**src/rtl/serial_add_unit.sv**
```systemverilog
// serial_add_unit: multi-cycle adder/subtracter that reuses one DIGIT-bit
// adder slice over WIDTH/DIGIT clock cycles, LSB-first.
// Operands are captured on START. The result F and the CO/OV/Z flags are
// loaded together at completion, which is marked by a one-cycle DONE pulse.
module serial_add_unit #(
  parameter int WIDTH = 8,
  parameter int DIGIT = 1
) (
  input  logic             CLK,
  input  logic             RST,
  input  logic             START,
  input  logic             SUB,
  input  logic [WIDTH-1:0] A,
  input  logic [WIDTH-1:0] B,
  output logic             BUSY,
  output logic             DONE,
  output logic [WIDTH-1:0] F,
  output logic             CO,
  output logic             OV,
  output logic             Z
);

  localparam int N = WIDTH / DIGIT;
  // The counter keeps at least one bit so that the N == 1 case stays legal.
  localparam int CNT_W = (N > 1) ? $clog2(N) : 1;
  localparam logic [CNT_W-1:0] LAST_STEP = CNT_W'(N - 1);

  typedef enum logic [1:0] {
    IDLE = 2'd0,
    RUN  = 2'd1,
    FIN  = 2'd2
  } state_t;

  state_t           state_reg;
  logic [WIDTH-1:0] a_reg;
  logic [WIDTH-1:0] b_reg;
  logic [WIDTH-1:0] res_reg;
  logic             carry_reg;
  logic [CNT_W-1:0] cnt_reg;
  logic             busy_reg;
  logic             done_reg;
  logic [WIDTH-1:0] f_reg;
  logic             co_reg;
  logic             ov_reg;
  logic             z_reg;

  logic [DIGIT:0]   digit_sum;
  logic [WIDTH-1:0] res_next;
  logic             ov_next;

  // The shared adder slice: low digit of each operand plus the running carry.
  assign digit_sum = {1'b0, a_reg[DIGIT-1:0]} + {1'b0, b_reg[DIGIT-1:0]}
                   + {{DIGIT{1'b0}}, carry_reg};

  // Each sum digit enters the result register from the top. After N steps,
  // the first digit has reached the bottom.
  assign res_next = (res_reg >> DIGIT)
                  | (WIDTH'(digit_sum[DIGIT-1:0]) << (WIDTH - DIGIT));

  // On the last step, bit DIGIT-1 of the slice is the word MSB. If the sign
  // bits of the two addends agree but the sign bit of the sum differs, then
  // the carry into the MSB differs from the carry out of it.
  assign ov_next = (a_reg[DIGIT-1] == b_reg[DIGIT-1])
                && (digit_sum[DIGIT-1] != a_reg[DIGIT-1]);

  // Control FSM, datapath shift registers and registered outputs.
  always_ff @(posedge CLK or posedge RST) begin
    if (RST) begin
      state_reg <= IDLE;
      a_reg     <= '0;
      b_reg     <= '0;
      res_reg   <= '0;
      carry_reg <= 1'b0;
      cnt_reg   <= '0;
      busy_reg  <= 1'b0;
      done_reg  <= 1'b0;
      f_reg     <= '0;
      co_reg    <= 1'b0;
      ov_reg    <= 1'b0;
      z_reg     <= 1'b0;
    end else begin
      done_reg <= 1'b0;
      case (state_reg)
        // FIN accepts a new START exactly as IDLE does, which allows
        // back-to-back operations.
        IDLE, FIN: begin
          if (START) begin
            a_reg     <= A;
            b_reg     <= SUB ? ~B : B;
            carry_reg <= SUB;
            cnt_reg   <= '0;
            busy_reg  <= 1'b1;
            state_reg <= RUN;
          end else begin
            state_reg <= IDLE;
          end
        end
        RUN: begin
          a_reg     <= a_reg >> DIGIT;
          b_reg     <= b_reg >> DIGIT;
          res_reg   <= res_next;
          carry_reg <= digit_sum[DIGIT];
          cnt_reg   <= cnt_reg + 1'b1;
          if (cnt_reg == LAST_STEP) begin
            f_reg     <= res_next;
            co_reg    <= digit_sum[DIGIT];
            ov_reg    <= ov_next;
            z_reg     <= (res_next == '0);
            busy_reg  <= 1'b0;
            done_reg  <= 1'b1;
            state_reg <= FIN;
          end
        end
        default: begin
          busy_reg  <= 1'b0;
          state_reg <= IDLE;
        end
      endcase
    end
  end

  assign BUSY = busy_reg;
  assign DONE = done_reg;
  assign F    = f_reg;
  assign CO   = co_reg;
  assign OV   = ov_reg;
  assign Z    = z_reg;

endmodule

```
**config.mk**
```make
export PLATFORM = sky130hd
export DESIGN_NAME = serial_add_unit
export DESIGN_NICKNAME = d
export VERILOG_FILES = /design/src/rtl/serial_add_unit.sv
export SDC_FILE = /design/constraint.sdc
export NUM_CORES = 1
export LEC_CHECK = 0
export BUFFER_PORTS_ARGS = -buffer_cell sky130_fd_sc_hd__buf_4
export CORE_MARGIN = 2
export CORE_UTILIZATION = 58
export DETAILED_ROUTE_END_ITERATION = 10
export PLACE_DENSITY = 0.83
export SLEW_MARGIN = 30
export SYNTH_ARGS = -nofsm -noshare
export SYNTH_HDL_FRONTEND = slang
export SYNTH_SLANG_ARGS = --single-unit
```
**constraint.sdc**
```tcl
create_clock -name CLK -period 2.6 [get_ports CLK]
set_clock_uncertainty 0.05 [all_clocks]
set_input_delay 0.52 -clock CLK [delete_from_list [all_inputs] [get_ports CLK]]
set_output_delay 0.52 -clock CLK [all_outputs]
set_load 0.02 [all_outputs]
```
==> out/metrics.yaml <==
sta:
  final_critical_path_setup_slack_ns: 0.794
  finalWorstPathRequiredPeriod_ns: 1.81
  post-route-period-util_pct: 69.4
  worst_pin_slew_ns: 0.594
  max_clock_freq_mhz: 554
  finalSetupTns_ns: 0
  finalSetupViolations: 0
  hold_violations: 0
  final.hold.worst_slack_ns: 0.234
  maxSlewViolCount: 0
  max_slew_margin_pct: 60.3
  rsz0062_at_grt: "false"
pwr:
  p_per_area_nw_per_um2: 1240
  total_power_mw: 2.61
  power.ir.vdd_worst_uv: 633
  total_leakage_power_nw: 1.06
clocking:
  clk_sinks: 42
  clock_tree.htree_level_count: 2
  cts_hold_buffers: 0
  cts_buffer_depth: 2
  cts_made_buffers: 5
  cts.repair.resized: 0
  clkLatencyLatePin_ns: 0.35
  tritoncts: "done"
  clk_pin_slew_ns: 0.12
  post-cts-setup-buffer-count: 0
  clk_root_buffer_cell: "sky130_fd_sc_hd__clkbuf_4"
detailed_routing:
  antenna_left: 0
  wire_length_reported_by_the_detailed_router_um: 3070
  via_count: 1153
  avgViaCountPerCell: 5.65
  route.detailed.wl_per_inst_um: 15.0
  drt_iter0_drc: 24
  detail_route.first_pass.iterations: 4
  drc: 0
synthesis:
  ys.flop_type: "sky130_fd_sc_hd__dfrtp_1"
  yosys.cell_count.top_type: "sky130_fd_sc_hd__dfrtp_1"
  leading_post_synthesis_cells_by_instance_count: "sky130_fd_sc_hd__dfrtp_1, sky130_fd_sc_hd__mux2_2, sky130_fd_sc_hd__a22o_1"
  number_of_enable_type_register_cells_in_the_synthesized_netlist: 0
  post_syn_area_per_cell_um2: 13.2
  synthesis.instances: 136
  yosys-top-cells-area: "sky130_fd_sc_hd__dfrtp_1, sky130_fd_sc_hd__mux2_2, sky130_fd_sc_hd__a22o_1"
  synth.net_count: 159
  post_synth_top_area_share_pct: 58.7
  async_flop_share_pct: 100
  ys_ff_latch: 42
  synth_area_um2: 1790
  number_of_synthesis_warnings: 0
  share_of_synthesized_area_occupied_by_flip_flops_and_latches_pct: 58.7
  post-synth-top-area-cell: "sky130_fd_sc_hd__dfrtp_1"
  synthDistinctLibCells: 23
critical_path:
  r2r-end: "CO"
  maximum_fanout_count_along_the_critical_path: 15
  timing.rr.start: "cnt_reg[0]"
  worst_ep_arrival_time_ns: 1.99
  setup.worst_path.end_class: "flop"
  reg2regPathDepth: 4
  setup.worst_path.class: "flop to flop"
  worst-endpoint-required_ns: 2.78
  ff2ff_setup_slack_ns: 0.79
  setup.worst_path.start_class: "flop"
placement:
  port_buffers: 32
  placedInstanceArea_um2: 2050
  place_hpwl_um: 2180
  gpl.final_weighted_congestion: 0.745
  pre_cts_ws_ns: 0.801
worst_hold_path:
  worst_hold_path_type: "input port to async pin"
finish:
  final_design_area_no_fill_um2: 2110
  diodes: 0
  synthToLayoutAreaGrowth_pct: 17.7
  final_layout_size_suffix_gt1_share_pct: 35.1
  nets: 193
floorplanning:
  coreArea_um2: 3000
  die_h_um: 59.6
  pin_count: 33
  chipWidth_um: 59.6
  fp-row-count: 20
  start_util_pct: 59.6
  dieArea_um2: 3550
outcome:
  outcome: "finished, final reports clean"
run:
  number_of_violations_of_the_max_capacitance_limit: 0
global_route:
  grt_pass1_wl_um: 5220
  track_usage_pct: 20.2
  pin_count_of_the_biggest_net_entering_global_routing: 43
  overflow: 0
  number_of_antenna_violations_at_the_first_check_in_global_routing: 0
  vias_in_the_first_global_route: 1182
==> worst max-delay path, cell delays in order, from the launching register on <==
cell	delay, ns
sky130_fd_sc_hd__dfrtp_1	0.41
sky130_fd_sc_hd__ha_1	0.20
sky130_fd_sc_hd__ha_1	0.20
sky130_fd_sc_hd__nand3b_1	0.44
sky130_fd_sc_hd__mux2_2	0.40
==> cell type report <==
| cell class | count | area (um2) |
|---|---|---|
| flip-flops and latches | 42 | 1050 |
| fillers | 224 | 896 |
| multi-input cells | 81 | 669 |
| repair buffers | 36 | 270 |
| clock buffers | 7 | 55.1 |
| well taps | 33 | 41.3 |
| inverters | 4 | 15.0 |
| clock inverters | 1 | 5.00 |
==> per-layer routing <==
layer  global-route usage (%)  part of all wire (%)  vias to the layer above
li1                         -                     -                      553
met1                     23.2                    41                      572
met2                     36.7                    54                       22
met3                     3.93                   3.3                        6
met4                     7.62                   1.8                        0
met5                        0                     0                        -
==> worst max path at each step <==
stage | depth (start not counted) | endpoint | startpoint
2_1_floorplan | 5 | CO | cnt_reg[0]
3_3_place_gp | 4 | F[0] | cnt_reg[0]
3_5_place_dp | 4 | CO | cnt_reg[0]
4_1_cts | 4 | CO | cnt_reg[0]
5_1_grt | 4 | b_reg[4] | state_reg[1]
6_report | 4 | CO | cnt_reg[0]
==> per-stage QoR <==
stage / cells / util (%)
3_5_place_dp: 196 / 68.2
3_3_place_gp: 196 / 68.2
6_report: 204 / 70.2
4_1_cts: 204 / 70.2
2_1_floorplan: 136 / -
5_1_grt: 204 / 70.2
==> layout by cell type, fill, tap and decap left out <==
master	instances
sky130_fd_sc_hd__ha_1	2
sky130_fd_sc_hd__a21o_1	8
sky130_fd_sc_hd__clkinv_2	1
sky130_fd_sc_hd__nor2b_1	2
sky130_fd_sc_hd__nor2_1	8
sky130_fd_sc_hd__dfrtp_1	42
sky130_fd_sc_hd__nand2_1	5
sky130_fd_sc_hd__mux2_2	17
sky130_fd_sc_hd__nor3b_1	1
sky130_fd_sc_hd__nor4_1	2
sky130_fd_sc_hd__inv_1	4
sky130_fd_sc_hd__a221o_1	7
sky130_fd_sc_hd__xnor2_1	7
sky130_fd_sc_hd__a21oi_1	1
sky130_fd_sc_hd__clkbuf_8	1
sky130_fd_sc_hd__nand3b_1	1
sky130_fd_sc_hd__buf_4	36
sky130_fd_sc_hd__nand2b_1	1
sky130_fd_sc_hd__and2b_1	1
sky130_fd_sc_hd__xor2_1	1
sky130_fd_sc_hd__fa_1	1
sky130_fd_sc_hd__a22o_1	12
sky130_fd_sc_hd__clkbuf_4	5
sky130_fd_sc_hd__clkbuf_1	1
sky130_fd_sc_hd__o21ai_0	4
==> cells by family (layout without fill, tap and decap cells) <==
logic type	count (synthesis)	in the layout	synth area share, %
compound gates	32	32	14.5
simple gates	21	21	5.73
fa+ha+maj	3	3	2.52
buf+inv	13	48	3.91
xor+xnor	8	8	3.91
flops	42	42	58.7
mux	17	17	10.7
==> power by group <==
part | internal, mW | switching, mW | leakage, nW | total (mW)
sequential | 0.954 | 0.200 | 0.520 | 1.15
clock | 0.131 | 0.200 | 0.0353 | 0.331
combinational | 0.599 | 0.528 | 0.504 | 1.13
Note: power is estimated with default switching activity, not from simulation.
